`config.mk`:
```
export PLATFORM = sky130hd
export DESIGN_NAME = y86_insn_encoder_flat
export DESIGN_NICKNAME = d
export VERILOG_FILES = /design/src/rtl/y86_insn_encoder_if.sv /design/src/rtl/y86_insn_encoder.sv /design/src/flat_wrapper.sv
export SDC_FILE = /design/constraint.sdc
export NUM_CORES = 1
export LEC_CHECK = 0
export BUFFER_PORTS_ARGS = -buffer_cell sky130_fd_sc_hd__buf_2
export CORE_AREA = 2 2 182 184
export CTS_CLUSTER_DIAMETER = 200
export CTS_CLUSTER_SIZE = 12
export DETAILED_ROUTE_END_ITERATION = 7
export DIE_AREA = 0 0 184 186
export GPL_TIMING_DRIVEN = 0
export SKIP_LAST_GASP = 1
export SLEW_MARGIN = 20
export SYNTH_ARGS = -nofsm -noshare
export SYNTH_HDL_FRONTEND = slang
export SYNTH_SLANG_ARGS = --single-unit
```
`constraint.sdc`:
```
create_clock -name clk -period 4.29 [get_ports clk]
set_clock_uncertainty 0.05 [all_clocks]
set_input_delay 0.429 -clock clk [delete_from_list [all_inputs] [get_ports clk]]
set_output_delay 0.429 -clock clk [all_outputs]
set_load 0.02 [all_outputs]
```
`src/rtl/y86_insn_encoder_if.sv`:
```
// Handshake bundle between an instruction source and the Y86-64 instruction
// encoder: field input side, byte output side and PC control.
interface y86_insn_encoder_if #(
    parameter int ADDR_W = 64
);
    logic              base_load;
    logic [ADDR_W-1:0] base_addr;
    logic              in_valid;
    logic              in_ready;
    logic [3:0]        icode;
    logic [3:0]        ifun;
    logic [3:0]        rA;
    logic [3:0]        rB;
    logic [63:0]       valC;
    logic              out_valid;
    logic              out_ready;
    logic [7:0]        out_byte;
    logic [ADDR_W-1:0] out_addr;
    logic              out_last;
    logic [ADDR_W-1:0] next_pc;
    logic              invalid_err;

    // Source / sink side: supplies fields, consumes bytes.
    modport master (
        output base_load, base_addr, in_valid, icode, ifun, rA, rB, valC, out_ready,
        input  in_ready, out_valid, out_byte, out_addr, out_last, next_pc, invalid_err
    );

    // Encoder side.
    modport slave (
        input  base_load, base_addr, in_valid, icode, ifun, rA, rB, valC, out_ready,
        output in_ready, out_valid, out_byte, out_addr, out_last, next_pc, invalid_err
    );
endinterface

```
`src/rtl/y86_insn_encoder.sv`:
```
// Y86-64 instruction encoder: turns one set of decoded fields into the
// little-endian byte image the fetch stage parses, one byte per handshake,
// and keeps the instruction-memory write address (PC).
module y86_insn_encoder #(
    parameter int ADDR_W = 64
) (
    input  logic                clk,
    input  logic                rst,
    y86_insn_encoder_if.slave   bus
);
    typedef enum logic [1:0] {
        IDLE = 2'd0,
        EMIT = 2'd1,
        ERR  = 2'd2
    } state_t;

    state_t            state;
    state_t            state_nxt;
    logic [ADDR_W-1:0] pc;
    logic [3:0]        idx;
    logic [3:0]        icode_p1;
    logic [3:0]        ifun_p1;
    logic [3:0]        ra_p1;
    logic [3:0]        rb_p1;
    logic [63:0]       valc_p1;
    logic [3:0]        len_p1;
    logic              accept;
    logic              last;

    // Instruction length in bytes; zero marks an icode the fetch stage rejects.
    function automatic logic [3:0] insn_len(input logic [3:0] ic);
        case (ic)
            4'h0, 4'h1, 4'h9:       insn_len = 4'd1;
            4'h2, 4'h6, 4'hA, 4'hB: insn_len = 4'd2;
            4'h7, 4'h8:             insn_len = 4'd9;
            4'h3, 4'h4, 4'h5:       insn_len = 4'd10;
            default:                insn_len = 4'd0;
        endcase
    endfunction

    // Byte ix of the image: opcode, optional regid byte, then valC LSB first.
    function automatic logic [7:0] pick_byte(input logic [3:0] ic, input logic [3:0] ifn,
                                             input logic [3:0] ra, input logic [3:0] rb,
                                             input logic [63:0] vc, input logic [3:0] ix);
        logic       regids;
        logic [3:0] off;
        regids = (ic == 4'h2) || (ic == 4'h3) || (ic == 4'h4) || (ic == 4'h5) ||
                 (ic == 4'h6) || (ic == 4'hA) || (ic == 4'hB);
        off    = ix - (regids ? 4'd2 : 4'd1);
        if (ix == 4'd0)
            pick_byte = {ic, ifn};
        else if (regids && ix == 4'd1)
            pick_byte = {ra, rb};
        else
            pick_byte = vc[{off[2:0], 3'b000} +: 8];
    endfunction

    assign accept = (state == IDLE) && !bus.base_load && bus.in_valid;
    assign last   = (idx == len_p1 - 4'd1);

    // State register.
    always_ff @(posedge clk) begin
        if (rst)
            state <= IDLE;
        else
            state <= state_nxt;
    end

    // Next-state logic: invalid icodes take a one-cycle detour through ERR.
    always_comb begin
        state_nxt = state;
        case (state)
            IDLE: if (accept) state_nxt = (insn_len(bus.icode) != 4'd0) ? EMIT : ERR;
            EMIT: if (bus.out_ready && last) state_nxt = IDLE;
            ERR:  state_nxt = IDLE;
            default: state_nxt = IDLE;
        endcase
    end

    // PC and byte index; the PC moves only on base_load or the final byte.
    always_ff @(posedge clk) begin
        if (rst) begin
            pc  <= '0;
            idx <= '0;
        end else begin
            case (state)
                IDLE: begin
                    idx <= '0;
                    if (bus.base_load)
                        pc <= bus.base_addr;
                end
                EMIT: begin
                    if (bus.out_ready) begin
                        if (last) begin
                            pc  <= pc + ADDR_W'(len_p1);
                            idx <= '0;
                        end else begin
                            idx <= idx + 4'd1;
                        end
                    end
                end
                default: idx <= '0;
            endcase
        end
    end

    // Field capture on accept; contents are don't-care outside EMIT.
    always_ff @(posedge clk) begin
        if (accept) begin
            icode_p1 <= bus.icode;
            ifun_p1  <= bus.ifun;
            ra_p1    <= bus.rA;
            rb_p1    <= bus.rB;
            valc_p1  <= bus.valC;
            len_p1   <= insn_len(bus.icode);
        end
    end

    // Outputs decoded from state; byte outputs are zero whenever not emitting.
    always_comb begin
        bus.in_ready    = 1'b0;
        bus.out_valid   = 1'b0;
        bus.out_byte    = 8'h00;
        bus.out_addr    = '0;
        bus.out_last    = 1'b0;
        bus.invalid_err = 1'b0;
        bus.next_pc     = pc;
        case (state)
            IDLE: bus.in_ready = !bus.base_load;
            EMIT: begin
                bus.out_valid = 1'b1;
                bus.out_byte  = pick_byte(icode_p1, ifun_p1, ra_p1, rb_p1, valc_p1, idx);
                bus.out_addr  = pc + ADDR_W'(idx);
                bus.out_last  = last;
            end
            ERR:  bus.invalid_err = 1'b1;
            default: ;
        endcase
    end
endmodule

```
`src/flat_wrapper.sv`:
```
// flat-port wrapper written by rule: the top's interface ports become plain ports
module y86_insn_encoder_flat 
#(
    parameter int ADDR_W = 64
)
  (clk, rst, bus_base_load, bus_base_addr, bus_in_valid, bus_icode, bus_ifun, bus_rA, bus_rB, bus_valC, bus_out_ready, bus_in_ready, bus_out_valid, bus_out_byte, bus_out_addr, bus_out_last, bus_next_pc, bus_invalid_err);
  y86_insn_encoder_if #(.ADDR_W(ADDR_W)) bus_i ();
  input  logic clk;
  input  logic rst;
  input wire logic [$bits(bus_i.base_load)-1:0] bus_base_load;
  input wire logic [$bits(bus_i.base_addr)-1:0] bus_base_addr;
  input wire logic [$bits(bus_i.in_valid)-1:0] bus_in_valid;
  input wire logic [$bits(bus_i.icode)-1:0] bus_icode;
  input wire logic [$bits(bus_i.ifun)-1:0] bus_ifun;
  input wire logic [$bits(bus_i.rA)-1:0] bus_rA;
  input wire logic [$bits(bus_i.rB)-1:0] bus_rB;
  input wire logic [$bits(bus_i.valC)-1:0] bus_valC;
  input wire logic [$bits(bus_i.out_ready)-1:0] bus_out_ready;
  output wire logic [$bits(bus_i.in_ready)-1:0] bus_in_ready;
  output wire logic [$bits(bus_i.out_valid)-1:0] bus_out_valid;
  output wire logic [$bits(bus_i.out_byte)-1:0] bus_out_byte;
  output wire logic [$bits(bus_i.out_addr)-1:0] bus_out_addr;
  output wire logic [$bits(bus_i.out_last)-1:0] bus_out_last;
  output wire logic [$bits(bus_i.next_pc)-1:0] bus_next_pc;
  output wire logic [$bits(bus_i.invalid_err)-1:0] bus_invalid_err;
  assign bus_i.base_load = bus_base_load;
  assign bus_i.base_addr = bus_base_addr;
  assign bus_i.in_valid = bus_in_valid;
  assign bus_i.icode = bus_icode;
  assign bus_i.ifun = bus_ifun;
  assign bus_i.rA = bus_rA;
  assign bus_i.rB = bus_rB;
  assign bus_i.valC = bus_valC;
  assign bus_i.out_ready = bus_out_ready;
  assign bus_in_ready = bus_i.in_ready;
  assign bus_out_valid = bus_i.out_valid;
  assign bus_out_byte = bus_i.out_byte;
  assign bus_out_addr = bus_i.out_addr;
  assign bus_out_last = bus_i.out_last;
  assign bus_next_pc = bus_i.next_pc;
  assign bus_invalid_err = bus_i.invalid_err;
  y86_insn_encoder #(.ADDR_W(ADDR_W)) u_core (.clk(clk), .rst(rst), .bus(bus_i));
endmodule
```
==> results.sh <==
export IMPL_grt_max_degree=45
export IMPL_hold_ws_ns=0.113
export IMPL_grt_util_all_layers_pct=25.5
export IMPL_antenna_found_initial=3
export IMPL_cts_buffer_depth=2
export IMPL_pre_cts_slack_ns=0.0659
export IMPL_drc=0
export IMPL_synthCells=1079
export IMPL_die_x_um=184
export IMPL_holdPathEnd="u_core.valc_p1[45]$_DFFE_PP_"
export IMPL_required_ns=3.81
export IMPL_gp_congestion=0.992
export IMPL_cp_end_kind="primary output"
export IMPL_hp_start="bus_valC[45]"
export IMPL_num_rows=66
export IMPL_rrSetupSlack_ns=0.57
export IMPL_status="complete, no violations"
export IMPL_antennaDiodeCount=0
export IMPL_finalWirelength_mm=44.0
export IMPL_synth_area_sq_um=9510
export IMPL_first_pass_iters=7
export IMPL_final_util_pct=37.6
export IMPL_period_needed_ns=4.16
export IMPL_pwr_share_comb_pct=20.7
export IMPL_synth_nets=1243
export IMPL_synth_async_sr_flop_share_pct=0
export IMPL_finish_instance_area_sq_um=12100
export IMPL_antenna_left=0
export IMPL_path_buf_inv=3
export IMPL_layout_common_cells="buf_2, nor2_1, nand2_1"
export IMPL_critical_path_class="register to primary output"
export IMPL_cts_sinks=153
export IMPL_grt_pass1_wl_mm=63.5
export IMPL_seq_area_frac_synth_pct=41.0
export IMPL_rr_worst_depth=8
export IMPL_setup_ws_ns=0.131
export IMPL_vdd_ir_drop_max_mv=0.249
export IMPL_placed_cell_area_sq_um=11500
export IMPL_hold_path_depth=1
export IMPL_grt_pass1_vias=9709
export IMPL_power_total_mw=4.25
export IMPL_drt_vias_per_instance=5.66
export IMPL_max_freq_mhz=240
export IMPL_cts_hold_buffers=0
export IMPL_synthToLayoutAreaGrowth_pct=27.3
export IMPL_min_path_type="input port to register"
export IMPL_cts_buffers=17
export IMPL_setup_viol_count_final=0
export IMPL_crit_chain="clkbuf_1, nand4_1, nor4_1, nand4_1, buf_2, o31ai_1, buf_2"
export IMPL_r2r_end="u_core.bus.next_pc[62]$_SDFFE_PP0P_"
export IMPL_cts_tree="built"
export IMPL_r2r_start="u_core.bus.next_pc[0]$_SDFFE_PP0P_"
export IMPL_cts_max_level=4
export IMPL_final_nets=1548
export IMPL_internal_power_mw=2.84
export IMPL_fin_setup_tns_ns=0
export IMPL_tightest_slew_ns=1.13
export IMPL_dp_cells=1775
export IMPL_p_clk_share_pct=38.2
export IMPL_rsz0062_at_grt="no"
export IMPL_dieArea_sq_um=34200
export IMPL_root_buffer="clkbuf_16"
export IMPL_synth_ff_type="edfxtp_1"
export IMPL_multi_input_area_sq_um=5220
export IMPL_core_sq_um=32200
export IMPL_leakagePower_nw=4.56
export IMPL_drv_slew=0
export IMPL_power_share_switching_pct=33.2
export IMPL_relSlewSlack_pct=24.7
export IMPL_yosys_warnings=0
export IMPL_port_buffers=287
export IMPL_vias=10200
export IMPL_ios=289
export IMPL_postCtsSetupBuffers=0
export IMPL_syn_avg_cell_area_sq_um=8.81
export IMPL_slowest_delay_ns=0.85
export IMPL_maxCapViolCount=0
export IMPL_seq_power_share_pct=41.1
export IMPL_register_area_sq_um=3890
export IMPL_start_kind="register"
export IMPL_grt_overflow=0
export IMPL_synth_edff_count=83
export IMPL_arrival_ns=3.68
export IMPL_drive_gt1_share_pct=26.6
export IMPL_wl_per_cell_um=24.4
export IMPL_clk_pin_slew_ns=0.08
export IMPL_stdcell_count=1804
export IMPL_critPathMaxFanout=10
export IMPL_p_sw_mw=1.41
export IMPL_crit_path_top_delay_cell="nor4_1"
export IMPL_initial_utilization_pct=29.5
export IMPL_cp_top_family="simple AND/OR/NAND/NOR gates"
export IMPL_hpwl_mm=34.0
export IMPL_final_common_cell="buf_2"
export IMPL_n_fill_cell=3397
export IMPL_clk_latency_ns=0.44
export IMPL_finalCritPeriodShare_pct=96.9
export IMPL_hold_viol=0
export IMPL_ys_types=65
export IMPL_drt_initial_drc_count=904
export IMPL_p_per_area_nw_per_um2=351
export IMPL_ys_ff_latch=153
export IMPL_die_y_um=186
## per-layer routing
metal	global-route usage (%)	routed length, um	part of all wire [%]	vias up
met2	40.9	19600	45	625
met3	6.26	4360	9.9	104
met4	11.3	1950	4.4	4
met1	32.7	18100	41	4840
met5	0	31	0.070	-
li1	-	-	-	4638
## worst reg2reg max path, stage by stage, from the launching register on
cell and delay (ns):
dfxtp_1 0.43, ha_1 0.20, inv_1 0.05, fa_1 0.42, nand3b_1 0.28, a2111oi_4 0.85
nand4_2 0.50, or3_1 0.49, a311o_1 0.35
## synth_stat cells, drive strengths merged, types with 4 or more instances
cell type  instances  area share (%)
a21o               8            0.63
or3               19             1.3
a211oi            18             1.4
ha                13             1.7
a311o              4            0.42
o22ai             17             1.1
dfxtp             70              15
a32o               7            0.74
o21a               4            0.32
and3              23             1.5
nand2b             6            0.39
and2              19             1.3
clkbuf            68             2.7
a22oi              8            0.63
xor2              15             1.4
nor2             128             5.1
nand4             41             2.9
nand2             95             3.8
o211ai             6            0.47
nor3              40             2.5
a21oi             73             3.8
and4               8            0.74
xnor2             41             3.8
inv               19            0.75
buf               18            0.91
nor4              33             2.2
mux2i             19             2.0
o31ai             12            0.95
o21ai             57             3.0
mux4              16             3.8
o221ai             9            0.83
nand3             39             2.1
a31oi             10            0.66
edfxtp            83              26
## what timing repair did
action | CTS | global route
gates resized for setup | 2 | 5
endpoints found under the hold margin | 0 | 0
endpoints found under the setup margin | 59 | 18
## area by class of cell
cell class	count	share of cell area, %
clock buffers	17	3.52
inverters	19	0.590
clock inverters	14	1.46
well taps	408	4.22
plain buffers	84	2.80
multi-input cells	821	43.2
flip-flops and latches	153	32.2
repair buffers	288	12.0
## power groups by stage
stage	Sequential, mW	Combinational, mW	Clock, mW
floorplan	1.81	0.454	0
global placement	1.78	0.863	0
detailed placement	1.78	0.870	0
CTS	1.74	0.871	1.64
global route	1.76	0.946	1.71
finish	1.75	0.878	1.62
## how the worst max path moves through the flow
stage,start,endpoint,slack [ns],cells past startpoint
final,u_core.bus.next_pc[12]$_SDFFE_PP0P_,bus_out_addr[40],0.13,7
after floorplan,u_core.state[1]$_SDFFE_PP0P_,u_core.icode_p1[0]$_DFFE_PP_,0.73,3
after global routing,u_core.icode_p1[1]$_DFFE_PP_,bus_out_byte[7],0.01,11
after global placement,bus_base_load,u_core.state[0]$_SDFFE_PP0P_,-0.02,4
after CTS,u_core.state[0]$_SDFFE_PP0P_,bus_out_byte[6],0.006,9
after detailed placement,u_core.state[1]$_SDFFE_PP0P_,bus_out_addr[35],0.07,8
## logic make-up (layout without fill, tap and decap cells)
kind of cell | after synthesis | in the layout | share of synthesized area, %
adders and majority gates | 15 | 15 | 2.13
muxes | 37 | 37 | 6.03
DFF | 153 | 153 | 41.0
xor gates and xnor gates | 56 | 56 | 5.16
buffers and inverters | 105 | 422 | 4.34
and+or+nand+nor | 462 | 462 | 24.5
AOI/OAI and AO/OA | 251 | 251 | 16.9
## registers in the layout, summed over array words and instances, names as in the netlist, 3 cells and up
name                flops
u_core.bus.next_pc     64
u_core.valc_p1         64
u_core.icode_p1         4
u_core.idx              4
u_core.ifun_p1          4
u_core.ra_p1            4
u_core.rb_p1            4
u_core.len_p1           3
Note: power is estimated with default switching activity, not from simulation.
